**config.mk**
```make
export PLATFORM = sky130hd
export DESIGN_NAME = cdc_toggle_rx
export DESIGN_NICKNAME = d
export VERILOG_FILES = /design/src/rtl/cdc_toggle_rx.sv
export SDC_FILE = /design/constraint.sdc
export NUM_CORES = 1
export LEC_CHECK = 0
export BUFFER_PORTS_ARGS = -buffer_cell sky130_fd_sc_hd__buf_2
export CAP_MARGIN = 0
export CORE_ASPECT_RATIO = 0.75
export CORE_UTILIZATION = 25
export DETAILED_ROUTE_END_ITERATION = 7
export GPL_ROUTABILITY_DRIVEN = 0
export GPL_TIMING_DRIVEN = 0
export SLEW_MARGIN = 20
export SYNTH_ARGS = -nofsm -noshare
export SYNTH_HDL_FRONTEND = slang
export SYNTH_SLANG_ARGS = --single-unit
export TNS_END_PERCENT = 1
```
**constraint.sdc**
```tcl
create_clock -name clk_in -period 3.5 [get_ports clk_in]
set_clock_uncertainty 0.15 [all_clocks]
set_input_delay 0.35 -clock clk_in [delete_from_list [all_inputs] [get_ports clk_in]]
set_output_delay 0.35 -clock clk_in [all_outputs]
set_load 0.01 [all_outputs]
```
**src/rtl/cdc_toggle_rx.sv**
```systemverilog
// Destination end of a toggle-based pulse CDC: synchronizes a foreign toggle,
// turns each edge into one strobe under backpressure and returns an ack toggle.
module cdc_toggle_rx #(
  parameter int SYNC_STAGES = 2,
  parameter int CNT_WIDTH   = 4
) (
  input  logic                 clk_in,
  input  logic                 rst_in,
  input  logic                 toggle_in,
  input  logic                 ready_in,
  output logic                 strobe_out,
  output logic                 ack_toggle_out,
  output logic [CNT_WIDTH-1:0] pending_out,
  output logic                 overflow_out
);

  localparam logic [CNT_WIDTH-1:0] CNT_MAX = '1;

  logic [SYNC_STAGES-1:0] r_sync;
  logic                   r_prev;
  logic                   r_strobe;
  logic                   r_ack;
  logic                   r_overflow;
  logic [CNT_WIDTH-1:0]   r_pending;

  logic                   w_event;
  logic                   w_issue;
  logic                   w_overflowSet;
  logic [CNT_WIDTH-1:0]   w_pendingNext;

  // Plain flop chain: nothing but the reset mux may sit between stages.
  always_ff @(posedge clk_in) begin
    if (rst_in) begin
      r_sync <= '0;
      r_prev <= 1'b0;
    end else begin
      r_sync <= {r_sync[SYNC_STAGES-2:0], toggle_in};
      r_prev <= r_sync[SYNC_STAGES-1];
    end
  end

  assign w_event = r_sync[SYNC_STAGES-1] ^ r_prev;
  assign w_issue = ready_in && (r_pending != '0);

  // A simultaneous event and issue cancel out, so saturation only matters
  // when an event arrives with nothing leaving.
  always_comb begin
    w_pendingNext = r_pending;
    w_overflowSet = 1'b0;
    if (w_event && !w_issue) begin
      if (r_pending == CNT_MAX) begin
        w_overflowSet = 1'b1;
      end else begin
        w_pendingNext = r_pending + 1'b1;
      end
    end else if (!w_event && w_issue) begin
      w_pendingNext = r_pending - 1'b1;
    end
  end

  always_ff @(posedge clk_in) begin
    if (rst_in) begin
      r_strobe   <= 1'b0;
      r_ack      <= 1'b0;
      r_pending  <= '0;
      r_overflow <= 1'b0;
    end else begin
      r_strobe   <= w_issue;
      r_ack      <= r_sync[SYNC_STAGES-1];
      r_pending  <= w_pendingNext;
      r_overflow <= r_overflow | w_overflowSet;
    end
  end

  assign strobe_out     = r_strobe;
  assign ack_toggle_out = r_ack;
  assign pending_out    = r_pending;
  assign overflow_out   = r_overflow;

endmodule

```
==> metrics.csv <==
metric;value;unit
antennaDiodeCount;0;
cts_setup_buffers;0;
tightest_slew;0.391;ns
grt_overflow_total;0;
die_width;51.4;µm
viasPerCell;4.64;
row_count;12;
ioPinCount;11;
end_kind;register;
crit_chain;o41ai_4 -> nand2_1 -> ha_1 -> a21o_1 -> a2111oi_0 -> mux2i_1 -> o311ai_1;
remaining_drc_errors;0;
start_util;28.8;%
fin_crit;2.52;ns
post_cts_resized;0;
peakVddDrop;0.291;mV
worst_ep_required_time;3.51;ns
syn_area_per_cell;10.6;µm²
power_density;782;nW/µm²
place_inst;74;
syn-cell-area;458;µm²
path_class;reg2reg;
wl_per_cell;12.6;µm
ys_types;28;
grt_use_total;12.6;%
drive_above_1_share;31.6;%
clock-sinks;9;
fmax;0.397;GHz
period_share;71.9;%
wl;982;µm
r2r-start;pending_out[1];
maxCapViolCount;0;
rsz0062_at_grt;false;
finalSetupViolCount;0;
tns;0;ns
grt_pass1_wl;1.62;mm
ff2ff_path_depth;7;
die-area;2010;µm²
drt_iter0_markers;5;
cts_made_buffers;3;
clk_latency;0.26;ns
synth_seq_area_share;39.3;%
cp-start-kind;register;
cts-root-buf;clkbuf_4;
antenna_found_initial;0;
port_buffers;10;
cp-startpoint;pending_out[1];
slew_violations;0;
dp_hpwl;736;µm
cp_data_arrival_time;2.53;ns
fin_nets;65;
cp_max_fo;6;
max_stage_delay;0.45;ns
cts-htree-levels;1;
layoutNonFillerInstCount;78;
pre_cts_ws;1.01;ns
worst_path_max_delay_cell;o41ai_4;
status;finished, final reports clean;
synth.net_count;50;
max_slew_margin;73.9;%
p_leak;0.236;nW
vias;362;
clk_pin_slew;0.07;ns
grt_pass1_vias;342;
hold_class;in2reg;
reg2reg_to;pending_out[3];
ys_warn_count;0;
die_h;39.1;µm
core_area;1590;µm²
ant_nets;0;
grt_start_max_net_pins;11;
firstDrtPassIters;4;
clock_path_buffers;2;
postCtsHoldBufs;0;
cts_tree;done;
rrSetupSlack;0.98;ns
syn_inst;43;
setup_slack;0.982;ns
endpoint;pending_out[3];
syn2layout_area_growth;22.4;%
hold_viol;0;
ys_seq_elements;9;
how the worst min path moves through the flow:
| stage | start | endpoint | slack [ns] | cells after the start |
|---|---|---|---|---|
| floorplan | r_sync[0] | r_sync[1] | 0.26 | 1 |
| global placement | r_sync[0] | r_sync[1] | 0.27 | 1 |
| detailed placement | r_sync[0] | r_sync[1] | 0.29 | 1 |
| CTS | toggle_in | r_sync[0] | 0.15 | 2 |
| global route | toggle_in | r_sync[0] | 0.18 | 2 |
| finish | toggle_in | r_sync[0] | 0.16 | 2 |
critical path: cells and delay by family (launching register included):
kind	cells	cell delay, ns
compound gates	4	1.17
fa+ha+maj	1	0.32
flops	1	0.40
mux	1	0.15
simple gates	1	0.23
cell usage in the layout, fill, tap and decap left out:
master / instances
buf_2: 10
dfxtp_1: 9
nor2b_1: 3
nor2_1: 3
clkbuf_4: 3
clkbuf_1: 2
nor3_1: 2
or4b_1: 2
ha_1: 2
o41ai_4: 1
xor2_1: 1
nand2_1: 1
a21o_1: 1
a21oi_1: 1
nand4_1: 1
and3_2: 1
or2b_2: 1
a211oi_1: 1
a2111oi_0: 1
nor2_2: 1
mux2i_1: 1
or4_1: 1
o311ai_1: 1
o21a_1: 1
xnor2_1: 1
o31ai_1: 1
nand2b_1: 1
o21ai_0: 1
o21ba_2: 1
fa_1: 1
power breakdown:
group,internal [mW],switching (mW)
combinational,0.0911,0.0926
clock,0.0440,0.0383
sequential,0.127,0.0451
per-stage QoR:
stage | hold slack [ns] | instance area, µm² | util [%] | power, mW
after floorplan | 0.264 | 458 | - | 0.304
after global placement | 0.270 | 534 | 33.6 | 0.354
after detailed placement | 0.286 | 534 | 33.6 | 0.359
after CTS | 0.153 | 561 | 35.2 | 0.446
after global routing | 0.180 | 561 | 35.2 | 0.476
final | 0.157 | 561 | 35.2 | 0.438
sequential cells by signal, indices dropped and copies added, names as in the netlist:
signal,count
r_sync,2
pending_out,4
ack_toggle_out,1
strobe_out,1
overflow_out,1
logic make-up (layout without fill, tap and decap cells):
logic type	count (synthesis)	in the layout	share of synthesized area [%]
AOI/OAI and AO/OA	10	10	20.8
and+or+nand+nor	17	17	23.2
buffers and inverters	1	15	0.819
DFF	9	9	39.3
muxes	1	1	2.19
xor gates and xnor gates	2	2	3.83
adders and majority gates	3	3	9.84
per-layer routing:
metal  GRT usage, %  share of wire [%]
met1           13.8                 50
met2           18.8                 44
met3           7.06                3.9
met4           8.11                1.1
met5              0                  0
cell usage after synthesis:
cell type	number	area, µm²
o21ba_2	1	10.0
nor3_1	2	10.0
nor2b_1	3	18.8
or4_1	1	7.51
o21a_1	1	7.51
xnor2_1	1	8.76
fa_1	1	20.0
nor2_1	3	11.3
or4b_1	2	20.0
nand4_1	1	6.26
o41ai_4	1	27.5
o311ai_1	1	8.76
a21o_1	1	7.51
nor2_2	1	6.26
and3_2	1	7.51
or2b_2	1	8.76
a2111oi_0	1	8.76
mux2i_1	1	10.0
a21oi_1	1	5.00
clkbuf_1	1	3.75
o31ai_1	1	7.51
nand2_1	1	3.75
ha_1	2	25.0
xor2_1	1	8.76
o21ai_0	1	5.00
dfxtp_1	9	180
nand2b_1	1	6.26
a211oi_1	1	7.51
final cells by class:
type / count / area (µm²)
sequential: 9 / 180
fill: 181 / 1030
timing repair buffer: 10 / 50.0
multi-input combinational: 33 / 274
clock buffer: 4 / 26.3
tap: 21 / 26.3
buffer: 1 / 3.75
No activity file was read; power rests on OpenSTA's default activity.
